## src/rtl/radar_echo_emulator.sv

```systemverilog
// Radar echo emulator: answers a trigger edge with an echo pulse after the
// round-trip delay of a simulated target whose range moves by a signed step
// after every returned echo.
module radar_echo_emulator #(
  parameter int unsigned M_PER_CYCLE = 150,
  parameter int unsigned ECHO_WIDTH  = 1,
  parameter logic [31:0] MAX_RANGE_M = 32'd300000
) (
  input  logic        CLK,
  input  logic        RST,
  input  logic        radar_pulse_trigger,
  input  logic        target_present,
  input  logic        load_distance,
  input  logic [31:0] init_distance,
  input  logic [15:0] closing_step,
  output logic        radar_echo,
  output logic        echo_busy,
  output logic [31:0] current_distance,
  output logic [7:0]  pulses_missed,
  output logic [1:0]  emulator_state
);

  localparam logic [32:0] M_STEP = 33'(M_PER_CYCLE);
  localparam logic [7:0]  W_LOAD = 8'(ECHO_WIDTH);

  typedef enum logic [1:0] {
    S_IDLE   = 2'b00,
    S_FLIGHT = 2'b01,
    S_ECHO   = 2'b10
  } state_t;

  state_t      state;
  logic        trig_q;
  logic [31:0] flight_d;
  logic [32:0] acc;
  logic [7:0]  width_cnt;
  logic [31:0] distance;
  logic [7:0]  missed;
  logic        echo_q;
  logic        busy_q;

  logic        trig_edge;
  logic        accept;
  logic        missed_inc;
  logic        echo_exit;
  logic [33:0] step_ext;
  logic [33:0] stepped;
  logic [31:0] dist_stepped;

  // Trigger qualification, echo-exit detection and saturating range update
  always_comb begin
    trig_edge  = radar_pulse_trigger & ~trig_q;
    accept     = trig_edge && (state == S_IDLE) && target_present &&
                 (distance <= MAX_RANGE_M);
    missed_inc = trig_edge && !accept;
    echo_exit  = (state == S_ECHO) && (width_cnt == 8'd1);
    step_ext   = {{18{closing_step[15]}}, closing_step};
    // 34-bit difference: bit 33 flags underflow, bit 32 flags overflow
    stepped    = {2'b00, distance} - step_ext;
    if (stepped[33])
      dist_stepped = '0;
    else if (stepped[32])
      dist_stepped = '1;
    else
      dist_stepped = stepped[31:0];
  end

  // Flight/echo state machine with registered echo, busy and counters
  always_ff @(posedge CLK or negedge RST) begin
    if (!RST) begin
      state     <= S_IDLE;
      trig_q    <= 1'b0;
      flight_d  <= '0;
      acc       <= '0;
      width_cnt <= '0;
      distance  <= '0;
      missed    <= '0;
      echo_q    <= 1'b0;
      busy_q    <= 1'b0;
    end else begin
      trig_q <= radar_pulse_trigger;

      if (missed_inc && (missed != 8'hFF))
        missed <= missed + 8'd1;

      case (state)
        S_IDLE: begin
          if (accept) begin
            flight_d <= distance;
            acc      <= M_STEP;
            busy_q   <= 1'b1;
            state    <= S_FLIGHT;
          end
        end
        S_FLIGHT: begin
          if (acc >= {1'b0, flight_d}) begin
            echo_q    <= 1'b1;
            width_cnt <= W_LOAD;
            state     <= S_ECHO;
          end else begin
            acc <= acc + M_STEP;
          end
        end
        S_ECHO: begin
          if (echo_exit) begin
            echo_q <= 1'b0;
            busy_q <= 1'b0;
            state  <= S_IDLE;
          end else begin
            width_cnt <= width_cnt - 8'd1;
          end
        end
        default: begin
          echo_q <= 1'b0;
          busy_q <= 1'b0;
          state  <= S_IDLE;
        end
      endcase

      // An explicit load wins over the post-echo range step
      if (load_distance)
        distance <= init_distance;
      else if (echo_exit)
        distance <= dist_stepped;
    end
  end

  assign radar_echo       = echo_q;
  assign echo_busy        = busy_q;
  assign current_distance = distance;
  assign pulses_missed    = missed;
  assign emulator_state   = state;

endmodule
```

## config.mk

```make
export PLATFORM = sky130hd
export DESIGN_NAME = radar_echo_emulator
export DESIGN_NICKNAME = d
export VERILOG_FILES = /design/src/rtl/radar_echo_emulator.sv
export SDC_FILE = /design/constraint.sdc
export NUM_CORES = 1
export LEC_CHECK = 0
export CAP_MARGIN = 40
export CORE_ASPECT_RATIO = 0.9
export CORE_MARGIN = 2
export CORE_UTILIZATION = 50
export CTS_BUF_LIST = sky130_fd_sc_hd__clkbuf_8
export DETAILED_ROUTE_END_ITERATION = 12
export PLACE_DENSITY = 0.73
export SLEW_MARGIN = 15
export SYNTH_ARGS = -nofsm -noshare
export SYNTH_HDL_FRONTEND = slang
export SYNTH_SLANG_ARGS = --single-unit
```

## constraint.sdc

```tcl
create_clock -name CLK -period 4.55 [get_ports CLK]
set_clock_uncertainty 0.05 [all_clocks]
set_input_delay 1.365 -clock CLK [delete_from_list [all_inputs] [get_ports CLK]]
set_output_delay 1.365 -clock CLK [all_outputs]
set_load 0.02 [all_outputs]
```

==> results.py, run 1 <==
metrics = {
    "worst_setup_path": {
        "path_cells": "clkdlybuf4s50_1 > ha_1 > fa_1 > nand2b_1 > a21o_1 > a311oi_1 > o21ai_1 > o211ai_1 > xnor2_2 > a2111oi_1 > o21ai_1",
        "critical_path_class": "primary input to register",
        "end_kind": "register",
        "cp_top_family": "compound AO/OA/AOI/OAI gates",
        "r2r_cells": 11,
        "critPathMaxFanout": 9,
        "cpMaxStageDelayCell": "a2111oi_1",
        "slowest_delay_ns": 0.51,
        "crit_top_cell": "o21ai_1",
        "critical_path_buf_inv_count": 1,
        "cp.depth": 11,
        "critical_path.startpoint_type": "primary input",
        "crit_arrival_ns": 4.63,
        "cp.required_ns": 4.82,
    },
    "timing": {
        "setup_viol": 0,
        "min_period_ns": 4.36,
        "worstMarginPinSlew_ns": 0.641,
        "whs_ns": 0.430,
        "setup_slack_ns": 0.194,
        "rsz0062_at_grt": "no",
        "period_share": 0.957,
        "drv_slew": 0,
        "fmax_mhz": 230,
        "hold_violations": 0,
        "slew_headroom": 0.570,
    },
    "routing": {
        "route.detailed.drc": 0,
        "via_per_inst": 5.86,
        "vias": 7597,
        "drt_iter0_markers": 613,
        "ant_nets": 0,
        "totalWireLength_um": 23200,
        "wl_per_cell_um": 17.9,
        "first_pass_iters": 6,
    },
    "finish": {
        "fin_cells": 1297,
        "seqCellArea_um2": 2930,
        "finish.utilization": 0.642,
        "syn2layout_area_growth_pct": 24.6,
        "multiInputGateArea_um2": 4660,
        "drive_gt1_frac": 0.102,
        "nFillCells": 1357,
        "fin_nets": 1205,
        "antennaDiodeCount": 0,
    },
    "die": {
        "fp.dieW_um": 137,
        "pin_count": 97,
        "fp-row-count": 43,
        "die-area_um2": 17100,
        "die_h_um": 124,
        "core_area_um2": 15500,
        "start_util": 0.515,
    },
    "flow_run": {
        "cap_violations": 0,
    },
    "yosys": {
        "synth_cell_type_count": 62,
        "syn_inst": 949,
        "netlist_area_um2": 8010,
        "ys.warnings.count": 0,
        "synth_edf_count": 0,
        "ys_seq_elements": 117,
        "muxShareOfSynthArea": 0.00922,
        "synth_fa_ha_area_frac": 0.109,
        "synth-simple-area-share": 0.187,
        "synthXorXnorAreaFrac": 0.0415,
        "avgSynthCellArea_um2": 8.44,
        "synth_compound_area_frac": 0.232,
        "synth_flop_cell": "dfrtp_1",
        "synth_nets": 1071,
        "synth_top_family_by_area": "compound AO/OA/AOI/OAI gates",
        "ys_seq_area_frac": 0.366,
        "async_flop_share": 1.00,
    },
    "clocking": {
        "cts_sinks": 117,
        "cts.hold.buffers_added": 0,
        "htreeDepth": 4,
        "cts_tree": "built",
        "clk_pin_slew_ns": 0.08,
        "clkLatencyLatePin_ns": 0.45,
        "root_buffer": "clkbuf_8",
        "numCtsBuffers": 17,
        "clk_path_buf_depth": 2,
        "cts_setup_buffers": 0,
    },
    "grt": {
        "grt_pass1_wl_um": 36900,
        "grt.total_usage": 0.279,
        "grt_pass1_vias": 7147,
        "grt_start_max_net_pins": 49,
        "overflow": 0,
        "antenna_found_initial": 0,
    },
    "hold_path": {
        "hold_class": "register to register",
        "hold_path_depth": 1,
    },
    "placed_design": {
        "dp_worst_setup_slack_ns": -0.383,
        "dp.cells": 1266,
        "gp_congestion": 1.02,
        "dp_hpwl_um": 17600,
        "numPortBuffers": 96,
    },
    "pwr": {
        "leakage_nw": 4.53,
        "power_mw": 3.18,
        "pwr_density_cell_nw_per_um2": 319,
        "ir_worst_vdd_uv": 288,
    },
    "outcome": {
        "status": "finished, final reports clean",
    },
}
==> kinds of logic after synthesis <==
logic type,count (synthesis)
AND/OR/NAND/NOR,309
buffers and inverters,115
flip-flops,117
XOR/XNOR,38
adder cells (fa/ha/maj),69
AO/OA/AOI/OAI,294
multiplexers,7
==> cells in the mapped netlist (3+ instances only) <==
cell type  number  area share
a21o_1         23       0.022
or2_2           4      0.0031
xnor2_1        25       0.027
a211oi_1        5      0.0047
and4_1          4      0.0044
o21ai_1        33       0.021
or4_1           9      0.0084
nor4_1         12      0.0094
clkbuf_1       33       0.015
a22oi_1        34       0.032
o211ai_1        6      0.0056
o21ai_0        59       0.037
o21a_1         11       0.010
mux2_2          3      0.0042
a21oi_1        76       0.047
inv_1          75       0.035
nor4b_1         3      0.0033
a31oi_1         6      0.0047
or3_1           6      0.0047
nand4_1        20       0.016
nor2_1         80       0.037
ha_1           68        0.11
mux2i_1         4      0.0050
nand2b_1       13       0.010
o21bai_1        3      0.0028
dfrtp_1       117        0.37
nor2b_1         7      0.0055
buf_2           5      0.0031
nand2_1        93       0.044
xor2_1         13       0.014
and2_1          3      0.0023
nand3_1        15      0.0094
and3_1         14       0.011
o31ai_1        10      0.0094
nor3_1         20       0.012
==> what timing repair did <==
action | CTS | global route
setup endpoints to repair | 0 | 1
gates resized for setup | 0 | 1
endpoints found under the hold margin | 0 | 0
==> state kept, by name, indices dropped and copies added, names as in the netlist <==
signal,flops
current_distance,32
width_cnt,8
emulator_state,2
flight_d,32
acc,32
pulses_missed,8
radar_echo,1
trig_q,1
echo_busy,1
==> cells in the final DEF, fill, tap and decap left out, types with 5 or more instances in the layout <==
cell type,n
o21a_1,11
and3_1,14
nand2_1,93
ha_1,68
clkdlybuf4s50_1,95
xor2_1,13
dfrtp_1,117
nor2_1,80
a21o_1,23
nor2b_1,6
o21ai_0,59
buf_4,56
a31oi_1,6
a22oi_1,34
or4_1,9
o31ai_1,10
inv_1,77
o211ai_1,6
a211oi_1,5
nand2b_1,13
clkbuf_8,20
o21ai_1,33
a21oi_1,75
nand3_1,15
or3_1,6
xnor2_1,24
nor3_1,20
nor4_1,12
nand4_1,20
==> path summary, 6_finish.rpt <==
kind,endpoint,start,slack [ns]
min reg2reg,width_cnt[5]$_DFFE_PN0P_,width_cnt[5]$_DFFE_PN0P_,0.43
max in group asynchronous,current_distance[30]$_DFFE_PN0P_,RST,2.99
max,current_distance[31]$_DFFE_PN0P_,closing_step[0],0.19
min in group asynchronous,flight_d[22]$_DFFE_PN0P_,RST,0.85
min,width_cnt[5]$_DFFE_PN0P_,width_cnt[5]$_DFFE_PN0P_,0.43
max reg2reg,current_distance[31]$_DFFE_PN0P_,current_distance[0]$_DFFE_PN0P_,0.93
==> where the power goes <==
group          total [mW]  leakage [nW]  switching [mW]  internal, mW
registers            1.20          1.26          0.0987          1.10
logic               0.975          3.05           0.528         0.447
clock network        1.01         0.217           0.431         0.575
total                3.18          4.53            1.06          2.13
==> area by class of cell <==
| cell class | instances | share of cell area |
|---|---|---|
| clock buffers | 20 | 0.0276 |
| clock inverters | 11 | 0.0134 |
| inverters | 75 | 0.0282 |
| multi-input cells | 717 | 0.467 |
| flip-flops and latches | 117 | 0.293 |
| well taps | 202 | 0.0253 |
| repair buffers | 155 | 0.145 |
==> metrics by stage <==
step	cell area [um2]	setup TNS, ns
finish	9980	0
global route	9980	0
detailed placement	9570	-1.58
global placement	9550	-0.330
CTS	9980	0
floorplan	8010	0
==> worst reg2reg max path, stage by stage, from the launching register on <==
cell and delay, ns:
dfrtp_1 0.46, inv_1 0.13, ha_1 0.25, fa_1 0.42, nand2b_1 0.20, a21o_1 0.22
a311oi_1 0.39, o21ai_1 0.23, o211ai_1 0.30, xnor2_2 0.23, a2111oi_1 0.52, o21ai_1 0.11
==> per-layer routing <==
metal / vias up / track usage / wire (um)
li1: 3677 / - / -
met1: 3676 / 0.401 / 11400
met2: 219 / 0.434 / 10200
met3: 25 / 0.0554 / 1320
met4: 0 / 0.0657 / 295
met5: - / 0 / 0
Power figures use the tool's default switching activity.
==> inputs of run 2 (changes only) <==
==> constraint.sdc (replaced) <==
create_clock -name CLK -period 4.55 [get_ports CLK]
set_clock_uncertainty 0.05 [all_clocks]
set_input_delay 1.365 -clock CLK [delete_from_list [all_inputs] [get_ports CLK]]
set_output_delay 1.365 -clock CLK [all_outputs]
set_load 0.005 [all_outputs]
==> results of run 2 <==
Same layout as run 1 (identical final DEF). Status: finished, final reports clean.
Among the figures that moved: total power 3.18 mW -> 3.12 mW; worst IR drop on VDD 288 uV -> 222 uV
==> inputs of run 3 (changes only) <==
--- a/config.mk
+++ b/config.mk
@@ -5,7 +5,7 @@
 export SDC_FILE = /design/constraint.sdc
 export NUM_CORES = 1
 export LEC_CHECK = 0
-export CAP_MARGIN = 40
+export CAP_MARGIN = 25
 export CORE_ASPECT_RATIO = 0.9
 export CORE_MARGIN = 2
 export CORE_UTILIZATION = 50
==> results.py, run 3 (synthesized netlist as in run 1, its figures left out) <==
metrics = {
    "finish": {
        "final_common_cell": "dfrtp_1",
        "most-common-layout-cells": "117 x dfrtp_1, 95 x clkdlybuf4s50_1, 93 x nand2_1, 80 x nor2_1, 77 x inv_1",
        "finish.utilization": 0.643,
        "antennaDiodeCount": 0,
        "fin_nets": 1205,
        "syn2layout_area_growth_pct": 24.7,
        "drive_gt1_frac": 0.102,
        "nFillCells": 1374,
        "fin_cells": 1297,
    },
    "timing": {
        "worstMarginPinSlew_ns": 0.651,
        "min_period_ns": 4.32,
        "period_share": 0.949,
        "fmax_mhz": 232,
        "rsz0062_at_grt": "no",
        "drv_slew": 0,
        "hold_violations": 0,
        "slew_headroom": 0.564,
        "setup_viol": 0,
    },
    "grt": {
        "antenna_found_initial": 0,
        "grt.total_usage": 0.280,
        "grt_pass1_wl_um": 36700,
        "grt_start_max_net_pins": 79,
        "grt_pass1_vias": 7091,
        "overflow": 0,
    },
    "clocking": {
        "root_buffer": "clkbuf_8",
        "cts_tree": "built",
        "clk_pin_slew_ns": 0.08,
        "cts_setup_buffers": 0,
        "cts_resized": 0,
        "htreeDepth": 4,
        "numCtsBuffers": 17,
        "cts_sinks": 117,
        "cts.hold.buffers_added": 0,
        "clk_path_buf_depth": 2,
        "clkLatencyLatePin_ns": 0.46,
    },
    "worst_setup_path": {
        "critical_path_class": "primary input to register",
        "end_kind": "register",
        "startpoint": "closing_step[0]",
        "critPathMaxFanout": 9,
        "critical_path.startpoint_type": "primary input",
        "crit_arrival_ns": 4.60,
        "r2r_cells": 11,
        "cp.required_ns": 4.83,
        "r2r_start": "current_distance[0]$_DFFE_PN0P_",
    },
    "pwr": {
        "leakage_nw": 4.54,
        "pwr_density_cell_nw_per_um2": 313,
        "ir_worst_vdd_uv": 240,
    },
    "hold_path": {
        "min-delay-start": "width_cnt[5]$_DFFE_PN0P_",
        "hold_path_depth": 1,
        "hold_class": "register to register",
    },
    "routing": {
        "ant_nets": 0,
        "first_pass_iters": 5,
        "route.detailed.drc": 0,
        "drt_iter0_markers": 565,
        "wl_per_cell_um": 17.7,
        "vias": 7583,
        "totalWireLength_um": 23000,
        "via_per_inst": 5.85,
    },
    "die": {
        "start_util": 0.515,
        "pin_count": 97,
        "fp.dieW_um": 137,
        "die-area_um2": 17100,
        "die_h_um": 124,
        "fp-row-count": 43,
        "core_area_um2": 15500,
    },
    "placed_design": {
        "dp_hpwl_um": 17300,
        "gp_congestion": 1.02,
        "numPortBuffers": 96,
        "dp.cells": 1265,
    },
    "outcome": {
        "status": "finished, final reports clean",
    },
    "flow_run": {
        "cap_violations": 0,
    },
}
==> run 3: cell counts in the layout (fill, tap and decap cells not counted) <==
Identical to the previous run, type by type.
==> run 3: layout make-up <==
class | count | area [um2] | share of cell area
sequential | 117 | 2930 | 0.293
clock buffer | 20 | 275 | 0.0275
tap | 202 | 253 | 0.0253
clock inverter | 11 | 134 | 0.0134
multi-input combinational | 717 | 4660 | 0.467
inverter | 75 | 282 | 0.0282
timing repair buffer | 155 | 1460 | 0.146
==> run 3: worst paths after layout <==
path | end | slack [ns]
setup / recovery | current_distance[31]$_DFFE_PN0P_ | 0.23
min in group asynchronous | acc[24]$_DFFE_PN0P_ | 0.74
max in group asynchronous | width_cnt[3]$_DFFE_PN0P_ | 3.12
hold / removal | width_cnt[5]$_DFFE_PN0P_ | 0.44
hold reg to reg | width_cnt[5]$_DFFE_PN0P_ | 0.44
setup reg to reg | current_distance[31]$_DFFE_PN0P_ | 0.99
==> run 3: report_power, final <==
part / total (mW) / switching [mW] / internal, mW
clock: 1.01 / 0.439 / 0.575
sequential: 1.20 / 0.0989 / 1.10
combinational: 0.910 / 0.464 / 0.447
total: 3.13 / 1.00 / 2.12
==> run 3: layer usage <==
layer | up-vias | part of all wire | wire, um | GRT usage
li1 | 3677 | - | - | -
met1 | 3658 | 0.49 | 11300 | 0.408
met2 | 223 | 0.44 | 10000 | 0.424
met3 | 25 | 0.058 | 1340 | 0.0525
met4 | 0 | 0.014 | 329 | 0.0780
met5 | - | 0 | 0 | 0
==> run 3: per-stage QoR <==
stage               hold slack, ns  setup TNS, ns  setup slack, ns  power (mW)  cell area [um2]
floorplan                    0.391              0            0.368        1.67             8010
global placement             0.411         -0.330           -0.330        2.11             9550
detailed placement           0.428          -1.55           -0.345        2.11             9550
CTS                          0.434              0            0.123        3.12             9960
global route                 0.454              0           0.0151        3.27             9990
finish                       0.440              0            0.232        3.13             9990
==> run 3: critical path, stage by stage <==
cell             delay [ns]
clkdlybuf4s50_1        0.41
ha_1                   0.24
fa_1                   0.42
nand2b_1               0.20
a21o_1                 0.22
a311oi_1               0.38
o21ai_1                0.23
o211ai_1               0.31
xnor2_2                0.22
a2111oi_1              0.50
o21ai_1                0.11
